### src/rtl/sdmac_fifo_pkg.sv
// rtl/sdmac_fifo_pkg.sv - shared constants and byte-lane helpers for the SDMAC data FIFO
package sdmac_fifo_pkg;

    localparam int FIFO_DEPTH = 8;
    localparam int PTR_W      = $clog2(FIFO_DEPTH);
    localparam int CNT_W      = PTR_W + 1;

    // Lane 0 is the most significant byte (68k big-endian order)
    localparam logic [1:0] LANE0 = 2'd0;
    localparam logic [1:0] LANE1 = 2'd1;
    localparam logic [1:0] LANE2 = 2'd2;
    localparam logic [1:0] LANE3 = 2'd3;

    function automatic logic [31:0] lane_insert(input logic [31:0] word,
                                                input logic [1:0]  lane,
                                                input logic [7:0]  data);
        logic [31:0] w;
        w = word;
        case (lane)
            LANE0:   w[31:24] = data;
            LANE1:   w[23:16] = data;
            LANE2:   w[15:8]  = data;
            default: w[7:0]   = data;
        endcase
        return w;
    endfunction

    function automatic logic [7:0] lane_extract(input logic [31:0] word,
                                                input logic [1:0]  lane);
        logic [7:0] b;
        case (lane)
            LANE0:   b = word[31:24];
            LANE1:   b = word[23:16];
            LANE2:   b = word[15:8];
            default: b = word[7:0];
        endcase
        return b;
    endfunction

endpackage

### src/rtl/sdmac_fifo_ptr.sv
// rtl/sdmac_fifo_ptr.sv - wrapping FIFO pointer with qualified increment and synchronous clear
module sdmac_fifo_ptr #(
    parameter int W = 3
) (
    input  logic         CPUCLK,
    input  logic         RESET_,
    input  logic         clr,
    input  logic         inc,
    output logic [W-1:0] ptr
);

    // Power-of-two depth lets the natural binary rollover provide the wrap
    always_ff @(posedge CPUCLK or negedge RESET_) begin
        if (!RESET_) begin
            ptr <= '0;
        end else if (clr) begin
            ptr <= '0;
        end else if (inc) begin
            ptr <= ptr + 1'b1;
        end
    end

endmodule

### src/rtl/sdmac_fifo.sv
// rtl/sdmac_fifo.sv - longword FIFO between the SCSI state machine and the SDMAC bus side
module sdmac_fifo
    import sdmac_fifo_pkg::*;
#(
    parameter int DEPTH = FIFO_DEPTH
) (
    input  logic        CPUCLK,
    input  logic        RESET_,
    input  logic        FIFOFLUSH,
    input  logic        LLWORD,
    input  logic [31:0] ID_in,
    input  logic        S2F,
    input  logic [7:0]  SD_in,
    input  logic        INCNI,
    input  logic        INCNO,
    input  logic        INCBO,
    output logic [31:0] FIFO_ID,
    output logic [7:0]  FIFO_SD,
    output logic        FIFOFULL,
    output logic        FIFOEMPTY,
    output logic        BOEQ3
);

    localparam int PW = (DEPTH > 1) ? $clog2(DEPTH) : 1;
    localparam int CW = PW + 1;
    localparam logic [CW-1:0] DEPTH_CNT = CW'(DEPTH);

    logic [31:0]   mem [DEPTH];
    logic [PW-1:0] ni;
    logic [PW-1:0] no;
    logic [1:0]    bo;
    logic [CW-1:0] count;

    logic          no_ok;
    logic          ni_ok;
    logic          wr_en;
    logic [31:0]   wr_word;

    assign FIFOEMPTY = (count == '0);
    assign FIFOFULL  = (count == DEPTH_CNT);
    assign BOEQ3     = (bo == LANE3);

    // A pop in the same cycle frees the slot, so a full FIFO still accepts the push
    assign no_ok = INCNO && !FIFOEMPTY && !FIFOFLUSH;
    assign ni_ok = INCNI && (!FIFOFULL || no_ok) && !FIFOFLUSH;
    assign wr_en = (LLWORD || S2F) && (!FIFOFULL || no_ok) && !FIFOFLUSH;

    always_comb begin
        wr_word = LLWORD ? ID_in : mem[ni];
        if (S2F) begin
            wr_word = lane_insert(wr_word, bo, SD_in);
        end
    end

    sdmac_fifo_ptr #(.W(PW)) u_ni (
        .CPUCLK (CPUCLK),
        .RESET_ (RESET_),
        .clr    (FIFOFLUSH),
        .inc    (ni_ok),
        .ptr    (ni)
    );

    sdmac_fifo_ptr #(.W(PW)) u_no (
        .CPUCLK (CPUCLK),
        .RESET_ (RESET_),
        .clr    (FIFOFLUSH),
        .inc    (no_ok),
        .ptr    (no)
    );

    always_ff @(posedge CPUCLK or negedge RESET_) begin
        if (!RESET_) begin
            count <= '0;
            bo    <= LANE0;
        end else if (FIFOFLUSH) begin
            count <= '0;
            bo    <= LANE0;
        end else begin
            count <= count + CW'(ni_ok) - CW'(no_ok);
            if (INCBO) begin
                bo <= bo + 2'd1;
            end
        end
    end

    // Flush keeps storage; only reset scrubs it
    always_ff @(posedge CPUCLK or negedge RESET_) begin
        if (!RESET_) begin
            for (int i = 0; i < DEPTH; i++) begin
                mem[i] <= '0;
            end
        end else if (wr_en) begin
            mem[ni] <= wr_word;
        end
    end

    assign FIFO_ID = mem[no];
    assign FIFO_SD = lane_extract(mem[no], bo);

endmodule
### config.mk
export PLATFORM = sky130hd
export DESIGN_NAME = sdmac_fifo
export DESIGN_NICKNAME = d
export VERILOG_FILES = /design/src/rtl/sdmac_fifo_pkg.sv /design/src/rtl/sdmac_fifo_ptr.sv /design/src/rtl/sdmac_fifo.sv
export SDC_FILE = /design/constraint.sdc
export NUM_CORES = 1
export LEC_CHECK = 0
export BUFFER_PORTS_ARGS = -buffer_cell sky130_fd_sc_hd__buf_2
export CAP_MARGIN = 20
export CELL_PAD_IN_SITES_DETAIL_PLACEMENT = 1
export CELL_PAD_IN_SITES_GLOBAL_PLACEMENT = 1
export CORE_MARGIN = 5
export CORE_UTILIZATION = 49
export CTS_CLUSTER_DIAMETER = 100
export DETAILED_ROUTE_END_ITERATION = 10
export PLACE_DENSITY = 0.86
export SYNTH_ARGS = -nofsm -noshare
export SYNTH_HDL_FRONTEND = slang
export SYNTH_SLANG_ARGS = --single-unit
### constraint.sdc
create_clock -name CPUCLK -period 3.5 [get_ports CPUCLK]
set_input_delay 0 -clock CPUCLK [delete_from_list [all_inputs] [get_ports CPUCLK]]
set_output_delay 0 -clock CPUCLK [all_outputs]
set_load 0.01 [all_outputs]
==> metrics.csv <==
stage,metric,value,unit
global_route,GRT met1 Usage,37.2,%
critical_path,data required time of the worst path,3500,ps
floorplanning,# IOs,91,
timing,Clock Skews,15.8,ps
routing,Pre-Repair DR Iteration Count,6,
critical_path,crit path max-delay cell type,nor2_1,
global_route,vias in the first global route,14500,
pwr,power per standard cell area,787,nW/µm²
final_layout,nets@finish,1615,
timing,Fmax,303,MHz
synth,mux cell area share after synthesis,20.1,%
final_layout,area of the multi-input gates,8600,µm²
timing,slew margin rel.,24.8,%
routing,Starting DRT DRC Count,1212,
synth,Simple-Gate Fraction of Synth Area,15.8,%
routing,Final ANT Viol Nets,0,
global_route,first-pass GRT wire length,85.9,mm
clock_network,TritonCTS clock tree,yes,
timing,Final Hold Fails,0,
critical_path,WP data arrival,3300,ps
timing,hold slack,14.4,ps
clock_network,post-CTS setup buffers,0,
synth,Avg Synthesized Cell Area,10.5,µm²
pwr,Max IR drop VDD,0.433,mV
final_layout,fillers,3368,
job,Max-Cap Viols,0,
place,IO buf count,90,
critical_path,crit-path cells,nor2_1 -> a22oi_1 -> a32oi_1 -> a21oi_1 -> buf_2,
timing,TNS Setup,0,ps
clock_network,clock sink count,268,
worst_hold_path,Hold WC Path Type,in -> reg,
clock_network,post-cts hold buffer count,19,
synth,compound-gate portion of the synthesized area,16.4,%
clock_network,Post-CTS Resized,0,
global_route,GRT busiest layer,met2,
clock_network,CTS root buffer,clkbuf_16,
routing,WL per Instance,28.0,µm
critical_path,Worst Reg2Reg Path Length in Cells,6,
critical_path,CP Capture Type,output port,
final_layout,layout cells sized above 1,26.2,%
global_route,met3 usage,6.64,%
synth,"area leader, netlist",dfrtp_1,
pwr,Overall Power,14.2,mW
floorplanning,Std-Cell Rows,65,
timing,post-route minimum period,3300,ps
synth,Synth top area share,42.6,%
global_route,initial antenna violation count,5,
synth,Cells after Synth,1500,
clock_network,H-tree Lvls,1,
clock_network,clock latency on the worst-skew pair,570,ps
synth,"Async S/R FF share, synth",100,%
critical_path,CP peak stage delay,800,ps
synth,Most used DFF post-synth,dfrtp_1,
timing,RSZ-0062 raised after global routing,no,
timing,final setup vio count,0,
synth,Post-synth EDFFs,0,
pwr,Pleak,7.57,nW
timing,Worst Max-Slew Pin Slew,1130,ps
routing,Residual DRC,0,
routing,final WL,55.4,mm
global_route,Overflow after GRT,0,
floorplanning,Horiz. Die Dim,189,µm
timing,period utilisation layout,94.4,%
critical_path,WS Path Type,reg -> out,
place,Final Wtd Congestion,0.823,
floorplanning,core area,31600,µm²
clock_network,CTS buffer count,31,
clock_network,clk buf depth,3,
global_route,met2 GRT Util,51.3,%
global_route,largest net degree at the start of global routing,109,
synth,Synth Cell Area,15800,µm²
synth,yosys warns,0,
timing,final count of pins violating max slew,0,
synth,area share of fa/ha/maj cells after synthesis,1.08,%
critical_path,startpoint type of the worst setup path,flop,
floorplanning,Die Height,189,µm
status,status,"complete, no violations",
clock_network,Worst-path clk slew,60,ps
worst_hold_path,Worst Hold Depth,4,
synth,register area share after synthesis,42.6,%
final_layout,Register Area,6720,µm²
floorplanning,die footprint,35800,µm²
synth,Yosys reg bits,268,
place,Detailed Place HPWL,35.0,mm
synth,XOR/XNOR Fraction of Synth Area,0.389,%
synth,top post-synthesis cells by area,"dfrtp_1, mux4_2, nand2_1",
routing,post-DR vias/cell,6.59,
global_route,gr usage total,30.7,%
synth,Synth cell types,45,
synth,Mapped Nets,1561,
routing,via count,13100,
final_layout,final non-filler cell total,1982,
place,Placed Cells,1904,
final_layout,Area growth syn-to-layout,14.6,%
synth,largest family of logic cells by synthesized area,multiplexers,
floorplanning,Initial Util,49.8,%
critical_path,crit path max fanout,26,
-- state kept, by name (all words and copies together), names as in the netlist --
register / flops
u_no.ptr: 3
mem: 256
bo: 2
count: 4
u_ni.ptr: 3
-- final cells by class --
type                            count  area share (%)
Sequential cell                   268            37.2
Tap cell                          402            2.79
Clock buffer                       44            5.01
Inverter                           12           0.249
Multi-Input combinational cell   1094            47.6
Antenna cell                        3          0.0416
Clock inverter                     12           0.935
Timing Repair Buffer              147            6.12
-- synth_stat cells (6+ instances only) --
library cell  number
o311ai_2           6
o21ai_0          146
a21oi_1           47
o311ai_4          23
o2111ai_1          7
nor2b_1           36
mux2_2            72
o21ai_1          112
dfrtp_1          268
nand3b_1          87
and2_1            39
ha_1              12
a32oi_1            8
mux2i_1           42
mux4_2            80
buf_2             22
a22oi_1           16
nor2_1            22
nand2_1          265
or2_2             30
inv_1             10
clkbuf_1          93
-- power breakdown --
part           switching, mW  internal [mW]
logic                   3.27           2.61
registers              0.916           3.97
clock network           1.36           2.08
total                   5.55           8.66
-- worst paths after layout --
kind                             start          to  slack [ps]
min in group asynchronous       RESET_     mem[99]         110
min reg2reg                   mem[137]    mem[137]         500
max                        u_no.ptr[2]  FIFO_SD[1]         200
min                          ID_in[12]    mem[204]          10
max in group asynchronous       RESET_     mem[72]        2470
max reg2reg                u_ni.ptr[1]    mem[160]         330
-- worst max-delay path, delay by kind of cell, from the launching register on --
kind            cells  cell delay, ps
buf+inv             1             180
simple gates        1             800
compound gates      3            1030
flops               1             700
-- metrics by stage --
stage	setup slack (ps)	area (µm²)	utilization, %
global placement	599	16800	53.0
floorplan	751	15800	-
CTS	252	18100	57.1
detailed placement	484	16800	53.1
global route	133	18100	57.1
finish	196	18100	57.1
-- metal layers --
layer / wire length [µm] / vias up
met5: 53 / -
met4: 3180 / 8
met3: 4540 / 183
met2: 26900 / 622
met1: 20800 / 6731
li1: - / 5525
-- kinds of logic (layout without fill, tap and decap cells) --
| kind of cell | Yosys count | count (layout) |
|---|---|---|
| compound gates | 378 | 378 |
| xor+xnor | 7 | 7 |
| fa+ha+maj | 13 | 13 |
| buf+inv | 138 | 215 |
| flops | 268 | 268 |
| mux | 204 | 204 |
| other cells | 0 | 3 |
| simple gates | 492 | 492 |
-- cell usage in the layout (no fill, tap or decap), types with 19 or more instances in the layout --
cell	synthesis	layout
a21oi_1	47	47
and2_1	39	39
buf_2	22	89
buf_4	2	25
clkbuf_16	0	31
dfrtp_1	268	263
dlygate4sd3_1	0	19
mux2_2	72	72
mux2i_1	42	42
mux4_2	80	80
nand2_1	265	265
nand3b_1	87	87
nor2_1	22	22
nor2b_1	36	36
o21ai_0	146	146
o21ai_1	112	112
o311ai_4	23	23
or2_2	30	30
No activity file was read; power rests on OpenSTA's default activity.
